`src/rtl/pc_stack_sequencer.sv`:
```
// pc_stack_sequencer
// Drives the two-word PC push/pop protocol toward the EX/MEM stage for CALL, RET, RTI
// and external interrupts, and stalls the front end while a sequence is in flight.
// Optional build macro: PC_STACK_GUARD_EN adds a stack-depth guard with a sticky error.
//
// state     | meaning
// ----------+-----------------------------------------------------------
// S_IDLE    | accepting commands / serving a pending interrupt
// S_PUSH_HI | writing first PC word (CALL or INT)
// S_PUSH_LO | writing second PC word; CALL branches here
// S_POP_LO  | reading first PC word (RET or RTI)
// S_POP_HI  | reading second PC word
// S_VEC     | loading the interrupt vector, acknowledging the interrupt
module pc_stack_sequencer #(
    parameter int DEPTH_W = 11
) (
    input  logic i_clk,
    input  logic i_reset,
    input  logic i_call,
    input  logic i_ret,
    input  logic i_rti,
    input  logic i_int,
    output logic o_stack_operation,
    output logic o_stack_function,
    output logic o_mem_read,
    output logic o_mem_write,
    output logic o_push_pc,
    output logic o_pop_pc,
    output logic o_hazard_state,
    output logic o_branch_flags,
    output logic o_branch_en,
    output logic o_vector_load,
    output logic o_int_ack,
    output logic o_int_pending,
    output logic o_stall,
    output logic o_stack_err
);

    typedef enum logic [2:0] {
        S_IDLE, S_PUSH_HI, S_PUSH_LO, S_POP_LO, S_POP_HI, S_VEC
    } state_t;

    typedef enum logic [1:0] {
        K_CALL, K_INT, K_RET, K_RTI
    } kind_t;

    // The guard compares against depth-2 and depth+2, so fewer than two bits is meaningless.
    if (DEPTH_W < 2) begin : g_depth_w_check
        $error("pc_stack_sequencer: DEPTH_W must be at least 2");
    end

    state_t state, state_nxt;
    kind_t  kind, kind_nxt;
    logic   pending;
    logic   pend_clr;
    logic   ok_pop;
    logic   ok_push;

`ifdef PC_STACK_GUARD_EN
    localparam logic [DEPTH_W-1:0] POP_MIN  = DEPTH_W'(2);
    localparam logic [DEPTH_W-1:0] PUSH_MAX = {DEPTH_W{1'b1}} - DEPTH_W'(2);

    logic [DEPTH_W-1:0] depth;
    logic               stack_err;
    logic               err_set;

    assign ok_pop  = (depth >= POP_MIN);
    assign ok_push = (depth <= PUSH_MAX);

    // A refused command in IDLE flags the error; the priority winner decides which check applies.
    assign err_set = (state == S_IDLE) &&
                     ((i_rti || i_ret) ? !ok_pop : ((i_call || pending) && !ok_push));

    // Word-depth tracking follows the words actually moved, one per push/pop cycle.
    always_ff @(posedge i_clk or negedge i_reset) begin
        if (!i_reset) begin
            depth <= '0;
        end else if (state == S_PUSH_HI || state == S_PUSH_LO) begin
            depth <= depth + DEPTH_W'(1);
        end else if (state == S_POP_LO || state == S_POP_HI) begin
            depth <= depth - DEPTH_W'(1);
        end
    end

    // Sticky error, cleared only by reset.
    always_ff @(posedge i_clk or negedge i_reset) begin
        if (!i_reset) begin
            stack_err <= 1'b0;
        end else if (err_set) begin
            stack_err <= 1'b1;
        end
    end

    assign o_stack_err = stack_err;
`else
    assign ok_pop      = 1'b1;
    assign ok_push     = 1'b1;
    assign o_stack_err = 1'b0;
`endif

    // State and sequence-kind registers.
    always_ff @(posedge i_clk or negedge i_reset) begin
        if (!i_reset) begin
            state <= S_IDLE;
            kind  <= K_CALL;
        end else begin
            state <= state_nxt;
            kind  <= kind_nxt;
        end
    end

    // Interrupt latch; serving it wins over a new request in the same cycle (that request is lost).
    always_ff @(posedge i_clk or negedge i_reset) begin
        if (!i_reset) begin
            pending <= 1'b0;
        end else if (pend_clr) begin
            pending <= 1'b0;
        end else if (i_int) begin
            pending <= 1'b1;
        end
    end

    assign o_int_pending = pending;

    // Next-state selection and Moore output decode from state/kind.
    always_comb begin
        state_nxt         = state;
        kind_nxt          = kind;
        pend_clr          = 1'b0;
        o_stack_operation = 1'b0;
        o_stack_function  = 1'b0;
        o_mem_read        = 1'b0;
        o_mem_write       = 1'b0;
        o_push_pc         = 1'b0;
        o_pop_pc          = 1'b0;
        o_hazard_state    = 1'b0;
        o_branch_flags    = 1'b0;
        o_branch_en       = 1'b0;
        o_vector_load     = 1'b0;
        o_int_ack         = 1'b0;
        o_stall           = 1'b1;

        case (state)
            S_IDLE: begin
                o_stall = 1'b0;
                if (i_rti) begin
                    if (ok_pop) begin
                        state_nxt = S_POP_LO;
                        kind_nxt  = K_RTI;
                    end
                end else if (i_ret) begin
                    if (ok_pop) begin
                        state_nxt = S_POP_LO;
                        kind_nxt  = K_RET;
                    end
                end else if (i_call) begin
                    if (ok_push) begin
                        state_nxt = S_PUSH_HI;
                        kind_nxt  = K_CALL;
                    end
                end else if (pending) begin
                    // A refused interrupt stays latched.
                    if (ok_push) begin
                        state_nxt = S_PUSH_HI;
                        kind_nxt  = K_INT;
                        pend_clr  = 1'b1;
                    end
                end
            end
            S_PUSH_HI: begin
                o_stack_operation = 1'b1;
                o_stack_function  = 1'b1;
                o_mem_write       = 1'b1;
                o_push_pc         = 1'b1;
                o_branch_flags    = (kind == K_INT);
                state_nxt         = S_PUSH_LO;
            end
            S_PUSH_LO: begin
                o_stack_operation = 1'b1;
                o_stack_function  = 1'b1;
                o_mem_write       = 1'b1;
                o_push_pc         = 1'b1;
                o_hazard_state    = 1'b1;
                o_branch_flags    = (kind == K_INT);
                o_branch_en       = (kind == K_CALL);
                state_nxt         = (kind == K_INT) ? S_VEC : S_IDLE;
            end
            S_POP_LO: begin
                o_stack_operation = 1'b1;
                o_mem_read        = 1'b1;
                o_pop_pc          = 1'b1;
                o_branch_flags    = (kind == K_RTI);
                state_nxt         = S_POP_HI;
            end
            S_POP_HI: begin
                o_stack_operation = 1'b1;
                o_mem_read        = 1'b1;
                o_pop_pc          = 1'b1;
                o_hazard_state    = 1'b1;
                o_branch_flags    = (kind == K_RTI);
                state_nxt         = S_IDLE;
            end
            S_VEC: begin
                o_vector_load = 1'b1;
                o_int_ack     = 1'b1;
                state_nxt     = S_IDLE;
            end
            default: begin
                o_stall   = 1'b0;
                state_nxt = S_IDLE;
            end
        endcase
    end

endmodule

```
`config.mk`:
```
export PLATFORM = sky130hd
export DESIGN_NAME = pc_stack_sequencer
export DESIGN_NICKNAME = d
export VERILOG_FILES = /design/src/rtl/pc_stack_sequencer.sv
export SDC_FILE = /design/constraint.sdc
export NUM_CORES = 1
export LEC_CHECK = 0
export BUFFER_PORTS_ARGS = -buffer_cell sky130_fd_sc_hd__buf_2
export CAP_MARGIN = 20
export CORE_AREA = 5 5 42 44
export CTS_CLUSTER_DIAMETER = 30
export DETAILED_ROUTE_END_ITERATION = 6
export DIE_AREA = 0 0 47 49
export HOLD_SLACK_MARGIN = 0.06
export PLACE_DENSITY_LB_ADDON = 0.25
export SETUP_SLACK_MARGIN = 0.3
export SLEW_MARGIN = 25
export SYNTH_ARGS = -nofsm -noshare
export SYNTH_HDL_FRONTEND = slang
export SYNTH_SLANG_ARGS = --single-unit
```
`constraint.sdc`:
```
create_clock -name i_clk -period 2.2 [get_ports i_clk]
set_clock_uncertainty 0.15 [all_clocks]
set_input_delay 0.22 -clock i_clk [delete_from_list [all_inputs] [get_ports i_clk]]
set_output_delay 0.22 -clock i_clk [all_outputs]
set_load 0.05 [all_outputs]
```
==> results of run 1 <==
-- flip-flops by register name (all words and copies together), names as in the netlist --
name	flops
state	3
kind	2
o_int_pending	1
-- timing repair --
| action | 4_1_cts | 5_1_grt |
|---|---|---|
| setup endpoints to repair | 2 | 4 |
| setup buffers | 4 | 2 |
| endpoints found under the hold margin | 6 | 0 |
| hold buffers | 1 | 0 |
| gates resized for setup | 4 | 2 |
| pin swaps | 0 | 0 |
-- tightest hold or removal path: stages --
cell and delay (ns):
buf_2 0.10, nor2_1 0.07, a31oi_1 0.04
-- cells by family after synthesis --
family | Yosys count
flops | 6
xor+xnor | 3
simple gates | 22
compound gates | 12
other cells | 1
buf+inv | 9
-- cell usage in the layout (no fill, tap or decap), drive strengths merged --
| cell | Yosys | final |
|---|---|---|
| a2111oi | 1 | 1 |
| a211oi | 1 | 1 |
| a21oi | 5 | 5 |
| a31oi | 1 | 1 |
| buf | 8 | 23 |
| clkbuf | 0 | 4 |
| conb | 1 | 1 |
| dfrtp | 6 | 6 |
| dlygate4sd3 | 0 | 1 |
| inv | 1 | 1 |
| nand2 | 2 | 2 |
| nand2b | 3 | 3 |
| nor2 | 8 | 8 |
| nor2b | 1 | 1 |
| nor3 | 3 | 3 |
| nor3b | 1 | 1 |
| nor4b | 1 | 1 |
| o21ai | 3 | 3 |
| o31a | 1 | 1 |
| or2 | 2 | 2 |
| or3 | 1 | 1 |
| xnor2 | 2 | 2 |
| xor2 | 1 | 1 |
-- cell usage after synthesis --
master / instances / share of area, %
inv_1: 1 / 0.83
nor3_1: 2 / 2.2
nor3b_1: 1 / 1.7
buf_6: 1 / 2.5
o31a_1: 1 / 1.9
o21ai_1: 2 / 2.2
nand2b_1: 3 / 4.1
or3_4: 1 / 2.5
nor2_2: 1 / 1.4
nor3_2: 1 / 2.2
xnor2_1: 2 / 3.9
xor2_1: 1 / 1.9
dfrtp_1: 6 / 33
buf_4: 6 / 9.9
conb_1: 1 / 0.83
buf_2: 1 / 1.1
o21ai_0: 1 / 1.1
nor2_1: 7 / 5.8
nor4b_2: 1 / 3.3
nand2_1: 2 / 1.7
nor2b_1: 1 / 1.4
a2111oi_2: 1 / 3.3
a211oi_1: 1 / 1.7
or2_2: 2 / 2.8
a31oi_1: 1 / 1.4
a21oi_1: 5 / 5.5
-- final cells by class --
cell class / instances / share of cell area [%]
clock buffer: 3 / 3.76
inverter: 1 / 0.626
multi-input combinational: 38 / 41.5
sequential: 6 / 25.7
tap: 16 / 3.34
timing repair buffer: 25 / 25.1
-- through the flow --
step,util (%),std cells
6_report,42.8,89
4_1_cts,41.2,87
5_1_grt,42.8,89
2_1_floorplan,-,53
3_5_place_dp,36.3,79
3_3_place_gp,36.3,79
-- path summary, 6_finish.rpt --
check                                          start                   endpoint  slack [ns]  depth (start not counted)
setup / recovery                state[0]$_DFFE_PN0P_             o_branch_flags        0.40                          4
max in group asynchronous                    i_reset       state[2]$_DFFE_PN0P_        1.56                          2
hold / removal                                 i_int  o_int_pending$_DFFE_PN0P_        0.07                          3
setup reg to reg                state[1]$_DFFE_PN0P_  o_int_pending$_DFFE_PN0P_        0.53                          6
hold reg to reg            o_int_pending$_DFFE_PN0P_  o_int_pending$_DFFE_PN0P_        0.37                          1
min in group asynchronous                    i_reset  o_int_pending$_DFFE_PN0P_        0.17                          2
-- layer usage --
layer | up-vias | track usage [%]
li1 | 215 | -
met1 | 188 | 12.8
met2 | 18 | 12.7
met3 | 2 | 5.54
met4 | 0 | 5.53
met5 | - | 0
==> reports/metrics.cfg, run 1 <==
[final_layout]
insertedDiodeCount=0
nets=81
fillers=155
drive_gt1_share_pct=54.8
multi_input_area_sq_um=249
stdcell_area_sq_um=599
syn2layout_area_growth_pct=32.0
final-seq-area_sq_um=154

[floorplan]
rows=14
dieHeight_um=49
start_util_pct=32.4
die_w_um=47
coreArea_sq_mm=0.00140
pin_count=20
die-area_sq_mm=0.00230

[sta]
hold_violations=0
setup_viol=0
max_freq_ghz=0.556
whs_ns=0.0749
worst_slack_ns=0.400
period_share_pct=81.8
rsz0062_at_grt=true
final.min_clock_period_ns=1.80
final_max_slew_viol_count=0
timing.setup.tns_ns=0

[setup_path]
cp_data_required_time_ns=1.83
worstSetupStartpointType=flip-flop
crit_chain=inv_1, nor3_1, o31a_1, buf_4
path_class=flip-flop to primary output
path_buf_inv=2
crit_path_max_incr_delay_ns=0.48
cp_max_fo=10
cpLargestDelayFamily=flip-flops
arrival_ns=1.43
endpoint_kind=primary output
crit_path_top_delay_cell=dfrtp_2

[drt]
totalWireLength_um=928
vias=423
topRoutingLayerUsed=met4
first_pass_iters=4
routed_via_density=4.75
postRouteAntennaNets=0
drc=0
drtIter0Drc=15
wl_per_cell_um=10.4
wl_met3_um=105
route.met2.wl_um=390
wl_met1_um=411

[logic_synthesis]
synth_compound_area_share_pct=17.1
synth_xor_area_share_pct=5.79
syn_inst=53
synth_top_family_by_area=simple AND/OR/NAND/NOR gates
syn_nets=59
synth-seq-cells=6
yosysWarnings=0
yosysUniqueCellTypes=26
synthAdderAreaFrac_pct=0
syn_area_per_cell_sq_um=8.57
synth-simple-area-share_pct=28.9
ys_seq_area_share_pct=33.1
synth.area.mux_share_pct=0
netlist_area_sq_um=454

[clock_network]
clk_pin_slew_worst_paths_ns=0.04
cts_tree=yes
clk_latency_ns=0.25
cts_max_level=1
cts_buffers=3
cts-root-buf=clkbuf_4
clkSinkCount=6
clk_path_buf_depth=2

[worst_hold_path]
worstHoldPathType=primary input to flip-flop

[global_routing]
grt_pass1_vias=367
grt.overflow.total=0
grtUsageTotal_pct=9.92
grt_pass1_wl_um=1620
antenna_found_initial=0
grt_max_degree=14

[place]
io_buffers=18
hpwl_um=698
place_area_sq_um=508
pre_cts_ws_ns=0.404
place_congestion=0.695

[run_status]
status=complete, no violations

[job]
cap_violations=0

Power of run 1 is not shown: default switching activity piles up to over one toggle a cycle in this logic, so the estimate is an artifact.
==> run 2: changes to the inputs <==
clock period = 1.9 ns   (was 2.2 ns; I/O delays follow)
==> reports/metrics.cfg, run 2 (synthesis results as in run 1) <==
[sta]
final_max_slew_viol_count=0  ; unchanged
period_share_pct=90.6
worst_slack_ns=0.179  ; was 0.400 ns
max_freq_ghz=0.581
rsz0062_at_grt=true  ; unchanged
setup_viol=0  ; unchanged
final.min_clock_period_ns=1.72
timing.setup.tns_ns=0  ; unchanged
hold_violations=0  ; unchanged

[drt]
postRouteAntennaNets=0  ; unchanged
routed_via_density=4.91  ; was 4.75
first_pass_iters=2  ; was 4
totalWireLength_um=1120  ; was 928 um
drc=0  ; unchanged
drtIter0Drc=4  ; was 15
vias=457  ; was 423
wl_per_cell_um=12.0  ; was 10.4 um

[final_layout]
final_common_cell=buf_6  ; was buf_2
stdcell_count=93  ; was 89
final_cell_mix=11 x buf_6, 9 x buf_4, 6 x buf_2  ; was 16 x buf_2, 7 x buf_4, 5 x nor2_1, 5 x a21oi_1, 4 x clkbuf_4
syn2layout_area_growth_pct=74.4  ; was 32.0%
multi_input_area_sq_um=329  ; was 249 sq um
largest_reg_flops=3  ; unchanged
final-seq-area_sq_um=155  ; was 154 sq um
insertedDiodeCount=0  ; unchanged
largest-register=state  ; unchanged
nets=85  ; was 81
drive_gt1_share_pct=70.1  ; was 54.8%
fillers=133  ; was 155

[global_routing]
top_usage_layer=met2  ; was met1
grt_use_met1_pct=11.9  ; was 12.8%
grt.overflow.total=0  ; unchanged
antenna_found_initial=0  ; unchanged
grt_max_degree=8  ; was 14
grt_pass1_vias=457  ; was 367
grt_pass1_wl_um=1810  ; was 1620 um
grtUsageMet3_pct=2.21  ; was 5.54%
grtUsageMet2_pct=17.6  ; was 12.7%
grtUsageTotal_pct=11.2  ; was 9.92%

[setup_path]
path_class=flip-flop to primary output  ; unchanged
r2r-start=state[2]$_DFFE_PN0P_  ; was state[1]$_DFFE_PN0P_
r2r_slack_ns=0.24  ; was 0.53 ns
arrival_ns=1.38  ; was 1.43 ns
r2r_end=kind[1]$_DFFE_PN0P_  ; was o_int_pending$_DFFE_PN0P_
cp_max_fo=4  ; was 10
cp_data_required_time_ns=1.56  ; was 1.83 ns
reg2reg_depth=5  ; was 6
endpoint_kind=primary output  ; unchanged
worstSetupStartpointType=flip-flop  ; unchanged

[clock_network]
cts_max_level=1  ; unchanged
clkSinkCount=6  ; unchanged
clk_latency_ns=0.24  ; was 0.25 ns
cts_tree=yes  ; unchanged
clk_pin_slew_worst_paths_ns=0.04  ; about the same
cts-root-buf=clkbuf_4  ; unchanged
clk_path_buf_depth=2  ; unchanged
cts_buffers=3  ; unchanged

[place]
hpwl_um=790  ; was 698 um
dp_cells=83  ; was 79
io_buffers=18  ; unchanged
place_congestion=0.706  ; was 0.695
pre_cts_ws_ns=0.278  ; was 0.404 ns

[worst_hold_path]
hp-start=i_int  ; unchanged
min_delay_worst_endpoint=o_int_pending$_DFFE_PN0P_  ; unchanged
worstHoldPathType=primary input to flip-flop  ; unchanged
hold_depth=3  ; unchanged

[floorplan]
die-area_sq_mm=0.00230  ; unchanged
rows=14  ; unchanged
start_util_pct=32.4  ; unchanged
coreArea_sq_mm=0.00140  ; unchanged
dieHeight_um=49  ; unchanged
pin_count=20  ; unchanged
die_w_um=47  ; unchanged

[job]
cap_violations=0  ; unchanged

[run_status]
status=complete, no violations  ; unchanged

[run 2: per-stage QoR]
| stage | instance area, sq um | hold WS (ns) | utilization [%] |
|---|---|---|---|
| 2_1_floorplan | 494 | -0.256 | - |
| 3_3_place_gp | 562 | -0.127 | 40.1 |
| 3_5_place_dp | 562 | -0.127 | 40.1 |
| 4_1_cts | 746 | 0.0660 | 53.2 |
| 5_1_grt | 792 | 0.0651 | 56.5 |
| 6_report | 792 | 0.0699 | 56.5 |
[run 2: layout make-up]
cell class	instances	area share (%)
clock buffer	3	2.84
tap	16	2.53
multi-input combinational	38	41.5
inverter	1	0.474
timing repair buffer	29	33.0
sequential	6	19.6
[run 2: worst max-delay path by stage]
| stage | startpoint | slack (ns) | end | cells past startpoint |
|---|---|---|---|---|
| after floorplan | state[2]$_DFFE_PN0P_ | 0.12 | o_stack_operation | 2 |
| after global placement | state[1]$_DFFE_PN0P_ | 0.27 | o_branch_flags | 4 |
| after detailed placement | state[2]$_DFFE_PN0P_ | 0.28 | o_branch_flags | 4 |
| after CTS | state[2]$_DFFE_PN0P_ | 0.19 | o_branch_en | 3 |
| after global routing | state[1]$_DFFE_PN0P_ | 0.13 | o_branch_flags | 4 |
| final | state[1]$_DFFE_PN0P_ | 0.18 | o_branch_flags | 4 |
[run 2: what timing repair did]
| action | 4_1_cts | 5_1_grt |
|---|---|---|
| setup buffers | 6 | 0 |
| gates cloned | 0 | 0 |
| pin swaps | 1 | 2 |
| hold buffers | 1 | 0 |
| setup endpoints to repair | 12 | 15 |
| resized for setup | 30 | 13 |
| hold endpoints to repair | 6 | 0 |
[run 2: worst max-delay path: stages, from the launching register on]
cell,delay (ns)
dfrtp_2,0.43
nand2b_4,0.15
nor3b_1,0.21
o31a_1,0.19
buf_6,0.16
[run 2: routing by layer]
| metal | part of all wire, % | vias up |
|---|---|---|
| met3 | 8.4 | 4 |
| met1 | 36 | 204 |
| li1 | - | 231 |
| met4 | 4.0 | 0 |
| met2 | 51 | 18 |
| met5 | 0 | - |
Power of run 2 is left out for the same reason.
==> run 3: changes to the inputs <==
ABC_AREA = 1   (was unset)
ABC_CLOCK_PERIOD_IN_PS = 1900   (was unset)
==> reports/metrics.cfg, run 3 <==
[setup_path]
worstSetupStartpointType=flip-flop  ; unchanged
path_buf_inv=1  ; unchanged
path_class=flip-flop to primary output  ; unchanged
crit_path_top_delay_cell=dfrtp_2  ; unchanged
crit_path_max_incr_delay_ns=0.48  ; was 0.43 ns
cp_data_required_time_ns=1.56  ; about the same
cpLargestDelayFamily=flip-flops  ; unchanged
arrival_ns=1.30  ; was 1.38 ns
endpoint_kind=primary output  ; unchanged
cp_max_fo=7  ; was 4
crit_chain=nor2_4, nand2_4, nand2_4, nand2_2, nand2_2, buf_8  ; was nand2b_4, nor3b_1, o31a_1, buf_6

[global_routing]
grtUsageTotal_pct=10.8  ; was 11.2%
grt.overflow.total=0  ; unchanged
grt_max_degree=8  ; unchanged
grt_pass1_vias=471  ; was 457
grt_pass1_wl_um=1790  ; was 1810 um
antenna_found_initial=0  ; unchanged

[logic_synthesis]
yosysUniqueCellTypes=18  ; was 26
yosys.area.top_type_share_pct=36.4  ; was 33.1%
ys.flop_type=dfrtp_1  ; unchanged
syn_nets=63  ; was 59
ys_top_cells_by_count=14 x nand2_1, 7 x nor2_1, 6 x dfrtp_1  ; was 7 x nor2_1, 6 x buf_4, 6 x dfrtp_1
yosysWarnings=0  ; unchanged
ys_seq_area_share_pct=36.4  ; was 33.1%
async_flop_share_pct=100  ; unchanged
syn_area_per_cell_sq_um=7.24  ; was 8.57 sq um
yosys-top-cells-area=dfrtp_1 36%, nand2_1 13%, buf_4 9.1%, nor2_1 6.4%, nand3_1 4.8%  ; was dfrtp_1 33%, buf_4 9.9%, nor2_1 5.8%, a21oi_1 5.5%, nand2b_1 4.1%
synth-seq-cells=6  ; unchanged
synth_top_area_cell=dfrtp_1  ; unchanged
netlist_area_sq_um=413  ; was 454 sq um
synth_edf_count=0  ; unchanged
synth.most_common_cell=nand2_1  ; was nor2_1
syn_inst=57  ; was 53

[floorplan]
coreArea_sq_mm=0.00140  ; unchanged
pin_count=20  ; unchanged
start_util_pct=29.5  ; was 32.4%
rows=14  ; unchanged
dieHeight_um=49  ; unchanged
die-area_sq_mm=0.00230  ; unchanged
die_w_um=47  ; unchanged

[sta]
final.min_clock_period_ns=1.64  ; was 1.72 ns
setup_viol=0  ; unchanged
final_max_slew_viol_count=0  ; unchanged
rsz0062_at_grt=true  ; unchanged
hold_violations=0  ; unchanged
max_freq_ghz=0.609  ; was 0.581 GHz
timing.setup.tns_ns=0  ; unchanged
period_share_pct=86.4  ; was 90.6%

[final_layout]
final_cell_mix=15 x buf_4, 11 x nand2_1, 7 x buf_6  ; was 11 x buf_6, 9 x buf_4, 6 x buf_2
largest-register=state  ; unchanged
final_common_cell=buf_4  ; was buf_6
final-seq-area_sq_um=154  ; was 155 sq um
largest_reg_flops=3  ; unchanged
drive_gt1_share_pct=60.7  ; was 70.1%
nets=97  ; was 85
syn2layout_area_growth_pct=93.6  ; was 74.4%
multi_input_area_sq_um=279  ; was 329 sq um
insertedDiodeCount=0  ; unchanged
fillers=146  ; was 133

[place]
io_buffers=18  ; unchanged
hpwl_um=769  ; was 790 um
place_congestion=0.740  ; was 0.706

[clock_network]
cts_max_level=1  ; unchanged
cts_buffers=3  ; unchanged
cts_tree=yes  ; unchanged
clkSinkCount=6  ; unchanged
cts-root-buf=clkbuf_4  ; unchanged
clk_latency_ns=0.24  ; about the same
clk_pin_slew_worst_paths_ns=0.05  ; was 0.04 ns
clk_path_buf_depth=2  ; unchanged

[drt]
routed_via_density=4.30  ; was 4.91
drtIter0Drc=6  ; was 4
first_pass_iters=3  ; was 2
route.met2.wl_um=670  ; was 570 um
postRouteAntennaNets=0  ; unchanged
totalWireLength_um=1200  ; was 1120 um
vias=452  ; was 457
wl_per_cell_um=11.4  ; was 12.0 um
wl_met1_um=466  ; was 407 um
wl_met3_um=47  ; was 94 um
drc=0  ; unchanged
topRoutingLayerUsed=met4  ; unchanged

[worst_hold_path]
worstHoldPathType=primary input to flip-flop  ; unchanged

[job]
cap_violations=0  ; unchanged

[run_status]
status=complete, no violations  ; unchanged

run 3: cells by family after synthesis:
group | share of synthesized area (%)
AO/OA/AOI/OAI | 7.58
buffers and inverters | 14.5
AND/OR/NAND/NOR | 40.6
flip-flops | 36.4
other | 0.908
run 3: what timing repair did:
action | 4_1_cts | 5_1_grt
buffers inserted | 6 | 6
hold endpoints to repair | 9 | 0
resized for setup | 23 | 16
hold buffers | 4 | 0
setup endpoints to repair | 12 | 12
pin swaps | 2 | 9
run 3: worst paths after layout:
check | start | cells past startpoint | slack [ns] | end
min reg2reg | o_int_pending$_DFFE_PN0P_ | 2 | 0.42 | o_int_pending$_DFFE_PN0P_
min | i_call | 4 | 0.14 | kind[0]$_DFFE_PN0P_
max | state[1]$_DFFE_PN0P_ | 6 | 0.26 | o_branch_flags
max in group asynchronous | i_reset | 2 | 1.29 | state[1]$_DFFE_PN0P_
max reg2reg | state[1]$_DFFE_PN0P_ | 8 | 0.51 | kind[1]$_DFFE_PN0P_
min in group asynchronous | i_reset | 2 | 0.16 | kind[1]$_DFFE_PN0P_
run 3: worst reg2reg max path, stage by stage (launching register included):
cell     delay (ns)
dfrtp_2        0.48
inv_2          0.11
nand2_2        0.06
nor2_4         0.09
buf_4          0.11
buf_4          0.12
nand2_4        0.05
nand2_1        0.06
nand2_1        0.05
run 3: metrics by stage:
step                utilization (%)  setup slack (ns)  area (sq um)  hold WS (ns)  cells
floorplan                         -             0.250           440        -0.256     57
global placement               36.6             0.319           513        -0.126     86
detailed placement             36.6             0.297           513        -0.128     86
CTS                            50.1             0.272           702         0.126     99
global route                   57.1             0.190           800         0.132    105
finish                         57.1             0.258           800         0.135    105
run 3: final cells by class:
cell class,count,area share [%]
Sequential cell,6,19.2
Timing Repair Buffer,34,37.1
Multi-Input combinational cell,40,34.9
Clock buffer,3,2.82
Inverter,6,3.44
Tap cell,16,2.50
run 3: per-layer routing:
layer | GRT usage (%) | vias to the layer above
met3 | 4.80 | 2
met1 | 10.8 | 202
met5 | 0 | -
met4 | 6.45 | 0
li1 | - | 238
met2 | 17.6 | 10
Power of run 3 is left out for the same reason.
